==> config.mk <==
export PLATFORM = sky130hd
export DESIGN_NAME = fft_uart_frame_sched
export DESIGN_NICKNAME = d
export VERILOG_FILES = /design/src/rtl/fft_uart_pkg.sv /design/src/rtl/fft_uart_frame_sched_word_byte_sel.sv /design/src/rtl/fft_uart_frame_sched.sv
export SDC_FILE = /design/constraint.sdc
export NUM_CORES = 1
export LEC_CHECK = 0
export ABC_AREA = 0
export BUFFER_PORTS_ARGS = -buffer_cell sky130_fd_sc_hd__buf_2
export CORE_MARGIN = 10
export CORE_UTILIZATION = 55
export DETAILED_ROUTE_END_ITERATION = 8
export PLACE_DENSITY = 0.81
export SLEW_MARGIN = 15
export SYNTH_ARGS = -nofsm -noshare
export SYNTH_HDL_FRONTEND = slang
export SYNTH_SLANG_ARGS = --single-unit
==> constraint.sdc <==
create_clock -name clk -period 5.89 [get_ports clk]
set_input_delay 0.2945 -clock clk [delete_from_list [all_inputs] [get_ports clk]]
set_output_delay 0.2945 -clock clk [all_outputs]
set_load 0.1 [all_outputs]
==> src/rtl/fft_uart_pkg.sv <==
// ============================================================================
// Module : fft_uart_pkg
// Brief  : Shared state encoding, header default and sizing helpers for the
//          FFT-result-to-UART frame sequencer.
// Rev    : 1.0  initial release
// ============================================================================
`default_nettype none

package fft_uart_pkg;

    typedef enum logic [9:0] {
        S_IDLE     = 10'b00_0000_0001,
        S_HDR      = 10'b00_0000_0010,
        S_WAIT_HDR = 10'b00_0000_0100,
        S_RD       = 10'b00_0000_1000,
        S_LATCH    = 10'b00_0001_0000,
        S_SEND     = 10'b00_0010_0000,
        S_WAIT     = 10'b00_0100_0000,
        S_CHK      = 10'b00_1000_0000,
        S_WAIT_CHK = 10'b01_0000_0000,
        S_FIN      = 10'b10_0000_0000
    } state_t;

    localparam logic [7:0] C_HDR_BYTE_DEF = 8'hAA;

    function automatic int unsigned bytes_per_word(input int unsigned data_w);
        return data_w / 8;
    endfunction

    // Byte index needs at least one bit even for single-byte words.
    function automatic int unsigned idx_width(input int unsigned nbytes);
        return (nbytes > 1) ? $clog2(nbytes) : 1;
    endfunction

endpackage

`default_nettype wire

==> src/rtl/fft_uart_frame_sched_word_byte_sel.sv <==
// ============================================================================
// Module : word_byte_sel
// Brief  : Combinational selector returning byte idx_i of a RAM word
//          (idx 0 = least significant byte).
// Rev    : 1.0  initial release
// ============================================================================
`default_nettype none

module word_byte_sel
    import fft_uart_pkg::*;
#(
    parameter int unsigned DATA_W = 32,
    parameter int unsigned IDX_W  = 2
) (
    input  logic [DATA_W-1:0] word_i,
    input  logic [IDX_W-1:0]  idx_i,
    output logic [7:0]        byte_o
);

    localparam int unsigned C_BYTES = bytes_per_word(DATA_W);

    always_comb begin
        byte_o = 8'h00;
        for (int unsigned b = 0; b < C_BYTES; b++) begin
            if (idx_i == IDX_W'(b)) begin
                byte_o = word_i[8*b +: 8];
            end
        end
    end

endmodule

`default_nettype wire

==> src/rtl/fft_uart_frame_sched.sv <==
// ============================================================================
// Module : fft_uart_frame_sched
// Brief  : Streams the FFT result RAM to the UART transmitter as a header
//          byte followed by every word MSB-first, one byte per tx_done_i.
//          Define FFT_UART_CHKSUM_EN to append an XOR checksum byte.
// Rev    : 1.0  initial release
// ============================================================================
`default_nettype none

module fft_uart_frame_sched
    import fft_uart_pkg::*;
#(
    parameter int unsigned DATA_W   = 32,
    parameter int unsigned ADDR_W   = 10,
    parameter int unsigned N_POINTS = 1024,
    parameter logic [7:0]  HDR_BYTE = C_HDR_BYTE_DEF
) (
    input  logic              clk,
    input  logic              rst,
    input  logic              start_i,
    output logic              busy_o,
    output logic              done_o,
    output logic              rd_en_o,
    output logic [ADDR_W-1:0] rd_addr_o,
    input  logic [DATA_W-1:0] rd_data_i,
    output logic              tx_en_o,
    output logic [7:0]        tx_data_o,
    input  logic              tx_done_i
);

    localparam int unsigned       C_BYTES     = bytes_per_word(DATA_W);
    localparam int unsigned       C_IDX_W     = idx_width(C_BYTES);
    localparam logic [ADDR_W-1:0] C_LAST_ADDR = ADDR_W'(N_POINTS - 1);
    localparam logic [C_IDX_W-1:0] C_IDX_MSB  = C_IDX_W'(C_BYTES - 1);

    state_t              state_q, state_d;
    logic [ADDR_W-1:0]   addr_q,  addr_d;
    logic [C_IDX_W-1:0]  idx_q,   idx_d;
    logic [DATA_W-1:0]   word_q,  word_d;
    logic [7:0]          w_sel_byte;
`ifdef FFT_UART_CHKSUM_EN
    logic [7:0]          chk_q,   chk_d;
`endif

    word_byte_sel #(
        .DATA_W (DATA_W),
        .IDX_W  (C_IDX_W)
    ) u_byte_sel (
        .word_i (word_q),
        .idx_i  (idx_q),
        .byte_o (w_sel_byte)
    );

    always_ff @(posedge clk) begin
        if (rst) begin
            state_q <= S_IDLE;
            addr_q  <= '0;
            idx_q   <= '0;
            word_q  <= '0;
`ifdef FFT_UART_CHKSUM_EN
            chk_q   <= 8'h00;
`endif
        end else begin
            state_q <= state_d;
            addr_q  <= addr_d;
            idx_q   <= idx_d;
            word_q  <= word_d;
`ifdef FFT_UART_CHKSUM_EN
            chk_q   <= chk_d;
`endif
        end
    end

    always_comb begin
        state_d   = state_q;
        addr_d    = addr_q;
        idx_d     = idx_q;
        word_d    = word_q;
`ifdef FFT_UART_CHKSUM_EN
        chk_d     = chk_q;
`endif
        busy_o    = 1'b1;
        done_o    = 1'b0;
        rd_en_o   = 1'b0;
        rd_addr_o = addr_q;
        tx_en_o   = 1'b0;
        tx_data_o = 8'h00;

        case (state_q)
            S_IDLE: begin
                busy_o = 1'b0;
                if (start_i) begin
                    state_d = S_HDR;
                end
            end
            S_HDR: begin
                tx_en_o   = 1'b1;
                tx_data_o = HDR_BYTE;
`ifdef FFT_UART_CHKSUM_EN
                chk_d     = 8'h00;
`endif
                state_d   = S_WAIT_HDR;
            end
            S_WAIT_HDR: begin
                tx_data_o = HDR_BYTE;
                if (tx_done_i) begin
                    state_d = S_RD;
                end
            end
            S_RD: begin
                rd_en_o = 1'b1;
                state_d = S_LATCH;
            end
            S_LATCH: begin
                word_d  = rd_data_i;
                idx_d   = C_IDX_MSB;
                state_d = S_SEND;
            end
            S_SEND: begin
                tx_en_o   = 1'b1;
                tx_data_o = w_sel_byte;
`ifdef FFT_UART_CHKSUM_EN
                chk_d     = chk_q ^ w_sel_byte;
`endif
                state_d   = S_WAIT;
            end
            S_WAIT: begin
                // Word register and index stay put here, so the byte holds.
                tx_data_o = w_sel_byte;
                if (tx_done_i) begin
                    if (idx_q != '0) begin
                        idx_d   = idx_q - 1'b1;
                        state_d = S_SEND;
                    end else if (addr_q != C_LAST_ADDR) begin
                        addr_d  = addr_q + 1'b1;
                        state_d = S_RD;
                    end else begin
`ifdef FFT_UART_CHKSUM_EN
                        state_d = S_CHK;
`else
                        state_d = S_FIN;
`endif
                    end
                end
            end
`ifdef FFT_UART_CHKSUM_EN
            S_CHK: begin
                tx_en_o   = 1'b1;
                tx_data_o = chk_q;
                state_d   = S_WAIT_CHK;
            end
            S_WAIT_CHK: begin
                tx_data_o = chk_q;
                if (tx_done_i) begin
                    state_d = S_FIN;
                end
            end
`endif
            S_FIN: begin
                busy_o  = 1'b0;
                done_o  = 1'b1;
                addr_d  = '0;
                state_d = S_IDLE;
            end
            default: begin
                busy_o  = 1'b0;
                state_d = S_IDLE;
            end
        endcase
    end

endmodule

`default_nettype wire

# Word level (Yosys, flattened, before mapping)
# Index checks and enable logic that the tools add are counted.
# totals
output_inout_bits,22
input_bits,36
ff_bits,54
elab_cells,57
# op_classes
add_sub_neg,2
mux,22
n_eq_ne,18
reduce_logical,11
# op_table
operator,count
$mux 10,8
$pmux 10 s7,1
$mux 8,4
$pmux 10 s2,1
$pmux 8 s2,1
$ne 2x2->1 const B,6
$add 10x1->10 const B,1
$eq 10x1->1 const B,1
$eq 10x10->1 const B,1
$eq 10x2->1 const B,1
$eq 10x3->1 const B,1
$eq 10x4->1 const B,1
$eq 10x5->1 const B,1
$eq 10x6->1 const B,1
$eq 10x7->1 const B,1
$ne 10x10->1 const B,1
$reduce_and 3->1,2
$reduce_bool 2->1,3
$reduce_or 2->1,3
$reduce_or 6->1,1
$eq 2x2->1 const B,2
$mux 1,4
$mux 2,2
$pmux 2 s2,1
other kinds (4),4

# Longest topological paths before layout
# depth
depth_word,6
ltp_mapped,8
ltp_nobuf,7

# Cells and area by module
# Synthesis repeated with hierarchy kept, for this count alone.
# unflattened
hier_cells,305
area_unflattened_um2,2577.5
# modules_own_cells
module,area_per_inst_um2,cells_per_inst,n_inst,seq_area_each_um2
fft_uart_frame_sched,2381.0,295,1,1041.0
word_byte_sel,196.4,10,1,0.0

# Least setup slack after synthesis
# Ideal clock, no wire load.
# synth_path
path_kind,register -> output
start,register state_q[4]
end,output done_o
path_stages_with_launch,5
n_path_buf,1
arrival_ns,3.412
t_required_ns,5.595
path_slack_ns,2.183
path_cell_list,dfxtp_1 buf_2 nor4_1 nand2_1 nor3b_1
# synth_between
elab_chain_cells,2
# synth_rtl
item,line_no,source
from (decl),fft_uart_frame_sched.sv:36,"state_t state_q, state_d;"
from (signal assigned),fft_uart_frame_sched.sv:64,state_q <= state_d;
$eq 10x10->1,fft_uart_frame_sched.sv:89,case (state_q)
$mux 1,fft_uart_frame_sched.sv:89,
to (decl),fft_uart_frame_sched.sv:22,"output logic done_o,"
# No other way between the ends.

# Worst setup path after layout
# layout_path
start,register state_q[3]
end,output busy_o
# layout_between
elab_chain_cells,3
word_cells_on_any_way,8
classes_between,eq/ne: 6; mux: 1; reduce/logical: 1
# layout_rtl
item,line_no,source
$eq 10x7->1 (tied with other cells),fft_uart_frame_sched.sv:89,
$reduce_or 6->1 (no source line) *,--,
$mux 1 *,fft_uart_frame_sched.sv:89,
to (decl),fft_uart_frame_sched.sv:21,"output logic busy_o,"
# Every way passes the cells marked *; elsewhere a longest branch is shown, timed or not.

==> results.md <==
- Status: completed
- Syn Inst Count: 342
- Clock Skew: 5.24 ps
- Min-delay worst type: in2reg
- Ant diodes: 0
- Number of global-route vias before repair: 2224
- Routed Antenna Nets: 0
- GRT overflow: 0
- Area grow syn2layout: 13.3%
- I/O pin count: 58
- Gpl congestion: 0.915
- Yosys reg bits: 52
- Max frequency: 0.346 GHz
- Fill count: 392
- CTS H-tree depth: 2
- Post-CTS setup buffers: 0
- Die Footprint: 7870 sq um
- Clk Latency, worst-skew pair: 300 ps
- Initial DRC count: 165
- Synth cell types: 44
- Largest net degree at the start of global routing: 44
- I/O Buffers: 57
- Initial antenna violation count: 0
- Slew @ Worst Pin: 1080 ps
- Setup TNS: 0 ps
- Initial Util: 0.581
- Pre-Repair DR Iteration Count: 5
- CTS tree: yes
- DRC: 0
- Die Wd: 88.7 um
- Number of synthesized flops with an enable pin: 0
- CP Cell Sequence: nor4_1 > nand4b_1 > nand4_2 > buf_2
- Vias per Instance: 5.78
- Final WL: 6.49 mm
- Core Util, Final: 0.658
- Via count: 2528
- CP max-delay cell: nor4_1
- Setup violators final: 0
- Leakage power: 1.10 nW
- Post-synthesis sequential area ratio: 0.401
- Final Max Tran Viols: 0
- GRT Util Overall: 0.165
- Clock Sinks: 52
- CP Class: reg2out
- RSZ-0062 raised after global routing: no
- CTS clk-pin slew, worst paths: 80 ps
- Clk buf depth: 2
- WL per Instance: 14.9 um
- Final Critical Period: 2890 ps
- DPL Wire Length: 4.71 mm
- CTS resizes: 0
- Mapped Area: 2600 sq um
- Maxcap violations: 0
- Worst vdd ir: 0.132 mV
- Mean post-synth cell area: 7.60 sq um
- Final Hold Vio Count: 0
- FP Rows: 24
- Mapped Nets: 383
- CP max FO: 7
- CTS Buf Count: 5
- Cts hold-fix bufs: 0
- Worst path max stage delay: 930 ps
- Global-route wire length before repair: 10.5 mm
- Share of async-settable or async-resettable flops after synthesis: 0
- Final nets: 425
- Share of cells above drive strength 1: 0.184
- Die Ht: 88.7 um
- Root Buffer Master: clkbuf_8
- Yosys warns: 0
- Period utilization: 0.490
- Data required, critical path: 5600 ps
- Main synth FF type: dfxtp_1
- Total power per unit cell area: 214 nW/um^2
- Core area: 4470 sq um
- Slew HR: 0.280
- Critical path endpoint category: output port
- CP startpoint kind: flip-flop
- CP Data Arrival Time: 2590 ps
path summary, 6_finish.rpt:
path                                 from                       to  slack [ps]  depth (start not counted)
setup / recovery  state_q[3]$_SDFFE_PP0P_                   busy_o        3000                          4
hold / removal               rd_data_i[5]   word_q[5]$_SDFFE_PP0N_         220                          3
setup reg to reg  state_q[9]$_SDFFE_PP0P_   word_q[3]$_SDFFE_PP0N_        3430                          5
hold reg to reg   word_q[19]$_SDFFE_PP0N_  word_q[19]$_SDFFE_PP0N_         460                          2
cells in the mapped netlist, types with 2 or more instances:
| cell type | instances | area, sq um |
|---|---|---|
| xor2_1 | 2 | 17.5 |
| a31oi_1 | 2 | 12.5 |
| and3_1 | 7 | 43.8 |
| a21oi_1 | 49 | 245 |
| xnor2_1 | 2 | 17.5 |
| nor3_1 | 5 | 25.0 |
| inv_1 | 10 | 37.5 |
| and3b_1 | 4 | 35.0 |
| nand4b_1 | 4 | 35.0 |
| a41oi_1 | 3 | 26.3 |
| nand3_1 | 6 | 30.0 |
| nor2b_1 | 2 | 12.5 |
| ha_1 | 5 | 62.6 |
| mux2i_1 | 6 | 60.1 |
| nor2_1 | 18 | 67.6 |
| a22oi_1 | 4 | 30.0 |
| nand2_1 | 81 | 304 |
| a311oi_1 | 2 | 17.5 |
| clkbuf_1 | 16 | 60.1 |
| buf_2 | 6 | 30.0 |
| and2_1 | 3 | 18.8 |
| o21ai_0 | 25 | 125 |
| nand4_1 | 5 | 31.3 |
| or4_4 | 2 | 22.5 |
| dfxtp_1 | 52 | 1040 |
| o31ai_1 | 2 | 15.0 |
| o311ai_0 | 2 | 17.5 |
final cells by class:
class,instances,area (sq um),share of cell area
well taps,52,65.1,0.0221
multi-input cells,257,1420,0.482
inverters,10,37.5,0.0127
flip-flops and latches,52,1040,0.354
clock buffers,8,90.1,0.0306
repair buffers,58,293,0.0994
metal layers:
layer	GRT usage	share of wire	wire length, um
met1	0.229	0.47	3070
met2	0.237	0.43	2800
met3	0.0524	0.086	556
met4	0.0485	0.011	72
met5	0	0	0
report_power, final:
part           switching [mW]  internal, mW  leakage (nW)
Clock                   0.109        0.0960        0.0455
Sequential            0.00487         0.354         0.419
Combinational          0.0465        0.0199         0.637
state kept, by name (all words and copies together), names as in the netlist:
register,flops
idx_q,2
rd_addr_o,10
state_q,8
word_q,32
critical path, delay by kind of cell (launching register included):
kind / cells / cell delay (ps)
AND/OR/NAND/NOR: 3 / 1480
buffers and inverters: 1 / 450
flip-flops: 1 / 370
cells by family (layout without fill, tap and decap cells):
logic type / after synthesis / count (layout) / share of synthesized area
DFF: 52 / 52 / 0.401
muxes: 6 / 6 / 0.0231
AOI/OAI and AO/OA: 94 / 94 / 0.205
and+or+nand+nor: 148 / 148 / 0.280
xor gates and xnor gates: 4 / 4 / 0.0135
buffers and inverters: 33 / 76 / 0.0535
adders and majority gates: 5 / 5 / 0.0241
cell usage in the layout, fill, tap and decap left out, types with 6 or more instances in the layout:
master	netlist	final
nand2_1	81	81
buf_2	6	57
dfxtp_1	52	52
a21oi_1	49	49
o21ai_0	25	25
nor2_1	18	18
inv_1	10	10
and3_1	7	7
nand3_1	6	6
mux2i_1	6	6
clkbuf_8	0	6
through the flow:
stage / power [mW] / instance area (sq um) / hold WS, ps / std cells / setup WS [ps]
after floorplan: 0.412 / 2600 / 430 / 342 / 2180
after global placement: 0.433 / 2850 / 441 / 429 / 3470
after detailed placement: 0.433 / 2850 / 447 / 429 / 3410
after CTS: 0.633 / 2940 / 220 / 437 / 3070
after global routing: 0.655 / 2940 / 210 / 437 / 2880
final: 0.630 / 2940 / 220 / 437 / 3000
Note: power is estimated with default switching activity, not from simulation.
